$ cat config.mk
export PLATFORM = sky130hd
export DESIGN_NAME = instr_encoder
export DESIGN_NICKNAME = d
export VERILOG_FILES = /design/src/rtl/instr_encoder_pkg.sv /design/src/rtl/instr_fifo.sv /design/src/rtl/instr_encoder.sv
export SDC_FILE = /design/constraint.sdc
export NUM_CORES = 1
export LEC_CHECK = 0
export CAP_MARGIN = 20
export CORE_MARGIN = 2
export CORE_UTILIZATION = 40
export DETAILED_ROUTE_END_ITERATION = 12
export PLACE_DENSITY_LB_ADDON = 0.1
export RECOVER_POWER = 25
export SYNTH_ARGS = -nofsm -noshare
export SYNTH_HDL_FRONTEND = slang
export SYNTH_SLANG_ARGS = --single-unit
$ cat constraint.sdc
create_clock -name clk_in -period 3.4 [get_ports clk_in]
set_clock_uncertainty 0.1 [all_clocks]
set_input_delay 0.51 -clock clk_in [delete_from_list [all_inputs] [get_ports clk_in]]
set_output_delay 0.51 -clock clk_in [all_outputs]
set_load 0.1 [all_outputs]
$ cat src/rtl/instr_encoder_pkg.sv
// Shared definitions for the RV32I immediate encoder/decoder pair.
package instr_encoder_pkg;

    // Immediate format selector; 0, 1 and 7 all select the I format.
    typedef enum logic [2:0] {
        IMM_TYPE_I   = 3'd0,
        IMM_TYPE_I2  = 3'd1,
        IMM_TYPE_S   = 3'd2,
        IMM_TYPE_B   = 3'd3,
        IMM_TYPE_U   = 3'd4,
        IMM_TYPE_J   = 3'd5,
        IMM_TYPE_CSR = 3'd6,
        IMM_TYPE_I3  = 3'd7
    } imm_type_e;

    // Buffered entry is {range error, packed instruction}.
    localparam int unsigned FIFO_W = 33;

    // True when v is representable as a signed value of 'bits' bits,
    // i.e. v[31:bits-1] are all equal.
    function automatic logic fits_signed(input logic [31:0] v, input int unsigned bits);
        logic [31:0] hi;
        hi = $signed(v) >>> (bits - 1);
        return (hi == '0) || (hi == '1);
    endfunction

endpackage

$ cat src/rtl/instr_fifo.sv
// Synchronous FIFO holding packed words; the read port holds the last
// popped entry while empty.
module instr_fifo
    import instr_encoder_pkg::*;
#(
    parameter int unsigned WIDTH = FIFO_W,
    parameter int unsigned DEPTH = 2
) (
    input  logic                         clk,
    input  logic                         rst,
    input  logic                         push,
    input  logic [WIDTH-1:0]             push_data,
    input  logic                         pop,
    output logic [WIDTH-1:0]             pop_data,
    output logic [$clog2(DEPTH+1)-1:0]   count
);

    localparam int unsigned PW = $clog2(DEPTH);
    localparam int unsigned CW = $clog2(DEPTH + 1);

    logic [WIDTH-1:0] mem [DEPTH];
    logic [PW-1:0]    wr_ptr;
    logic [PW-1:0]    rd_ptr;
    logic [WIDTH-1:0] last_q;
    logic             do_push;
    logic             do_pop;

    assign do_push  = push && (count != CW'(DEPTH));
    assign do_pop   = pop && (count != '0);
    assign pop_data = (count == '0) ? last_q : mem[rd_ptr];

    // Pointer, occupancy and last-popped bookkeeping; DEPTH is a power of two so pointers wrap naturally.
    always_ff @(posedge clk or posedge rst) begin
        if (rst) begin
            wr_ptr <= '0;
            rd_ptr <= '0;
            count  <= '0;
            last_q <= '0;
        end else begin
            if (do_push) begin
                wr_ptr <= wr_ptr + PW'(1);
            end
            if (do_pop) begin
                rd_ptr <= rd_ptr + PW'(1);
                last_q <= mem[rd_ptr];
            end
            case ({do_push, do_pop})
                2'b10:   count <= count + CW'(1);
                2'b01:   count <= count - CW'(1);
                default: count <= count;
            endcase
        end
    end

    // Storage array write port; contents are don't-care until pushed.
    always_ff @(posedge clk) begin
        if (do_push) begin
            mem[wr_ptr] <= push_data;
        end
    end

endmodule

$ cat src/rtl/instr_encoder.sv
// Packs RV32I instruction fields into a 32-bit word, range-checks the
// immediate per format and queues the result for a valid/ready sink.
module instr_encoder
    import instr_encoder_pkg::*;
#(
    parameter int unsigned DEPTH = 2,
    parameter int unsigned CNT_W = 16
) (
    input  logic             clk_in,
    input  logic             rst_in,
    input  logic             in_valid_in,
    output logic             in_ready_out,
    input  logic [2:0]       imm_type_in,
    input  logic [6:0]       opcode_in,
    input  logic [4:0]       rd_in,
    input  logic [2:0]       funct3_in,
    input  logic [4:0]       rs1_in,
    input  logic [4:0]       rs2_in,
    input  logic [6:0]       funct7_in,
    input  logic [31:0]      imm_in,
    output logic             out_valid_out,
    input  logic             out_ready_in,
    output logic [31:0]      instr_out,
    output logic             imm_err_out,
    output logic             err_sticky_out,
    input  logic             clr_in,
    output logic [CNT_W-1:0] word_count_out
);

    localparam int unsigned CW = $clog2(DEPTH + 1);

    imm_type_e         imm_type;
    logic [31:0]       packed_word;
    logic              range_err;
    logic              accept;
    logic              pop;
    logic [FIFO_W-1:0] fifo_out;
    logic [CW-1:0]     fifo_count;

    assign imm_type      = imm_type_e'(imm_type_in);
    assign in_ready_out  = (fifo_count < CW'(DEPTH));
    assign out_valid_out = (fifo_count != '0);
    assign accept        = in_valid_in && in_ready_out;
    assign pop           = out_valid_out && out_ready_in;
    assign imm_err_out   = fifo_out[32];
    assign instr_out     = fifo_out[31:0];

    // Field packing and immediate range check per format; unlisted codes use the I format.
    always_comb begin
        packed_word = {imm_in[11:0], rs1_in, funct3_in, rd_in, opcode_in};
        range_err   = !fits_signed(imm_in, 12);
        case (imm_type)
            IMM_TYPE_S: begin
                packed_word = {imm_in[11:5], rs2_in, rs1_in, funct3_in, imm_in[4:0], opcode_in};
                range_err   = !fits_signed(imm_in, 12);
            end
            IMM_TYPE_B: begin
                packed_word = {imm_in[12], imm_in[10:5], rs2_in, rs1_in, funct3_in,
                               imm_in[4:1], imm_in[11], opcode_in};
                range_err   = imm_in[0] || !fits_signed(imm_in, 13);
            end
            IMM_TYPE_U: begin
                packed_word = {imm_in[31:12], rd_in, opcode_in};
                range_err   = |imm_in[11:0];
            end
            IMM_TYPE_J: begin
                packed_word = {imm_in[20], imm_in[10:1], imm_in[11], imm_in[19:12], rd_in, opcode_in};
                range_err   = imm_in[0] || !fits_signed(imm_in, 21);
            end
            IMM_TYPE_CSR: begin
                packed_word = {funct7_in, rs2_in, imm_in[4:0], funct3_in, rd_in, opcode_in};
                range_err   = |imm_in[31:5];
            end
            default: begin
                packed_word = {imm_in[11:0], rs1_in, funct3_in, rd_in, opcode_in};
                range_err   = !fits_signed(imm_in, 12);
            end
        endcase
    end

    instr_fifo #(
        .WIDTH (FIFO_W),
        .DEPTH (DEPTH)
    ) u_fifo (
        .clk       (clk_in),
        .rst       (rst_in),
        .push      (accept),
        .push_data ({range_err, packed_word}),
        .pop       (out_ready_in),
        .pop_data  (fifo_out),
        .count     (fifo_count)
    );

    // Sticky error flag: a new error on accept takes priority over clear.
    always_ff @(posedge clk_in or posedge rst_in) begin
        if (rst_in) begin
            err_sticky_out <= 1'b0;
        end else if (accept && range_err) begin
            err_sticky_out <= 1'b1;
        end else if (clr_in) begin
            err_sticky_out <= 1'b0;
        end
    end

    // Count of words handed downstream, wrapping at 2^CNT_W.
    always_ff @(posedge clk_in or posedge rst_in) begin
        if (rst_in) begin
            word_count_out <= '0;
        end else if (pop) begin
            word_count_out <= word_count_out + CNT_W'(1);
        end
    end

endmodule

==> results of run 1 <==
## per-stage QoR
step	cells	utilization, %	setup WS (ps)	TNS (ps)	instance area [µm²]
finish	810	55.84	495.9	0	7453
global route	810	55.84	172.4	0	7453
CTS	810	56.01	429.6	0	7476
detailed placement	778	51.57	655.9	0	6883
global placement	778	51.57	725.1	0	6883
floorplan	496	-	-35.64	-320.7	5527
## sequential cells by signal (all words and copies together) (netlist names)
register	flops
u_fifo.rd_ptr	1
u_fifo.count	2
err_sticky_out	1
word_count_out	16
u_fifo.mem	66
u_fifo.last_q	33
u_fifo.wr_ptr	1
## final timing paths
check	end	slack [ps]	cells after the start
min in group asynchronous	u_fifo.last_q[16]$_DFFE_PP0P_	860	2
hold reg to reg	word_count_out[15]$_DFFE_PP0P_	370	1
max in group asynchronous	word_count_out[15]$_DFFE_PP0P_	640	3
hold / removal	word_count_out[15]$_DFFE_PP0P_	370	1
setup reg to reg	word_count_out[14]$_DFFE_PP0P_	870	8
setup / recovery	instr_out[17]	500	5
## cell type report
class | count | area (µm²) | share of cell area (%)
clock buffer | 17 | 425.4 | 5.708
timing repair buffer | 135 | 1231 | 16.52
multi-input combinational | 336 | 2031 | 27.25
sequential | 120 | 3334 | 44.74
tap | 176 | 220.2 | 2.955
clock inverter | 15 | 167.7 | 2.249
inverter | 11 | 43.79 | 0.5875
## cell usage in the layout (no fill, tap or decap), types with 11 or more instances in the layout
| cell | Yosys | layout |
|---|---|---|
| edfxtp_1 | 66 | 66 |
| a21oi_1 | 75 | 75 |
| nor2_1 | 75 | 74 |
| clkdlybuf4s50_1 | 0 | 72 |
| o22ai_1 | 14 | 14 |
| dfrtp_1 | 54 | 53 |
| o21ai_0 | 20 | 20 |
| nand2_1 | 22 | 22 |
| buf_4 | 2 | 47 |
| xnor2_1 | 13 | 13 |
| nand3_1 | 11 | 11 |
| mux2i_1 | 44 | 44 |
| clkbuf_16 | 0 | 17 |
## kinds of logic (layout without fill, tap and decap cells)
logic type / count (synthesis) / after routing
AOI/OAI and AO/OA: 121 / 121
DFF: 120 / 120
buffers and inverters: 40 / 178
and+or+nand+nor: 145 / 145
muxes: 48 / 48
adders and majority gates: 2 / 2
xor gates and xnor gates: 20 / 20
## layer usage
layer	GRT usage, %	part of all wire, %	up-vias
li1	-	-	2054
met1	25.22	47	1995
met2	28.83	46	167
met3	4.916	5.7	11
met4	5.963	1.0	0
met5	0	0	-
==> impl_results.md, run 1 <==
* Xor/xnor cell area share of the yosys netlist at 3.170%
* DRC at 0
* Final WL at between 10000 and 15000 µm
* Largest area contributor in the netlist: edfxtp_1
* Worst-Skew Late Latency at approximately 400 ps
* Fmax at 344.3 MHz
* Wire per inst at 16.14 µm
* Grt ovf at 0
* Syn Nets at 570
* Unrepaired setup endpoints after global routing: false
* Initial DRC count at about 230
* HP Class: reg2reg
* Drt via density at around 5.2
* Die width at between 100 and 150 µm
* Final hold violation count at 0
* Avg Cell Area, Syn at 11.14 µm²
* Crit path max-delay family: buffers and inverters
* Largest family of logic cells by synthesized area: simple AND/OR/NAND/NOR gates
* Largest net degree at the start of global routing at 34
* Req. time, crit path at 2790 ps
* Post-synth EDFFs at 66
* Critical path's slowest cell: or2_2
* GRT Total Usage at 18.44%
* Sequential area share after synthesis at 60.31%
* Num rows at 42
* Resize count post-CTS at 0
* WP data arrival at 2290 ps
* Post-synth top area share at 35.86%
* Final ANT Viol Nets at 0
* Drt pass-1 iters at 5
* Clock transition at the registers of the reported paths at 60 ps
* Yosys cell types at 43
* Max-slew violation count at 0
* Main synth FF type: edfxtp_1
* Sink Count at 120
* Critical path capture point type: output pin
* Total CTS buffers at 17
* Synthesis-stage register bit count at 120
* Die area at 14770 µm²
* Post-DP HPWL at 9367 µm
* Root Driver: clkbuf_16
* Worst Setup Start Kind: flip-flop
* Core ar. at 13350 µm²
* Async S/R FF share, synth at 45.00%
* Leading post-synthesis cells by cell area: edfxtp_1, dfrtp_1, mux2i_1, a21oi_1, nor2_1
* Crit path from: u_fifo.count[0]$_DFFE_PP0P_
* Share of cells above drive strength 1 at between 10% and 20%
* Slew HR at 6.519%
* Gpl congestion at 0.8648
* H-tree depth at 4
* Clock Path Buffers at 2
* Minimum clock period at 2904 ps
* Io pins at ~120
* Result of the run: complete, no violations
* Period utilization at 85.42%
* Setup CP Type: reg2out
* # hold bufs at CTS at 0
* Multiplexer share of the synthesized area at 8.784%
* Starting density of the core at 41.40%
* Initial antenna violation count at 0
* First-pass GRT wire length at between 20000 and 25000 µm
* Post-synthesis simple-gate area fraction at 12.34%
* Diodes inserted at 0
* Chip height at 121.5 µm
* Post-Syn Area at approximately 5500 µm²
* Number of global-route vias before repair at 4082
* Clock tree from TritonCTS: built
* Max incr delay on CP at between 500 and 600 ps
* Syn-to-layout area delta at 34.87%
* CP bufs+invs at 2
* Crit Path Max Fanout at 31
* Synth Area in Compound Gates at 11.86%
* Most Frequent Cell on Critical Path: buf_4
* Setup violators final at 0
* Synth cell count leaders: a21oi_1, nor2_1, edfxtp_1, dfrtp_1, mux2i_1
* Setup bufs post-CTS at 0
* Fillers at between 1000 and 1500
* DR vias at between 4000 and 5000
* Worst r2r src: u_fifo.count[0]$_DFFE_PP0P_
* Hold path startpoint: word_count_out[15]$_DFFE_PP0P_
* Port buffer count at 123
* Cells after Synth at 496
* Synth Area in Adders at 0.4528%
* Min Hold Slack at between 300 and 400 ps
* Worst-margin pin slew at approximately 1400 ps
* Synthesis Warnings at 0
* Cells along the critical path: or2_2, buf_4, nor2_1, a21oi_1, buf_4
* Nets at approximately 700
* Max_cap viols at 0
Power of run 1 is left out: the tool's default activity adds up to more than one toggle a clock period on the data nets, which glitch-free logic cannot reach.
==> run 2, diff against run 1 <==
--- a/config.mk
+++ b/config.mk
@@ -11,6 +11,7 @@
 export DETAILED_ROUTE_END_ITERATION = 12
 export PLACE_DENSITY_LB_ADDON = 0.1
 export RECOVER_POWER = 25
+export SLEW_MARGIN = 20
 export SYNTH_ARGS = -nofsm -noshare
 export SYNTH_HDL_FRONTEND = slang
 export SYNTH_SLANG_ARGS = --single-unit
==> results of run 2 <==
Same layout as run 1: the final DEF is identical, and so are final timing and power.
Power of run 2 is left out for the same reason.
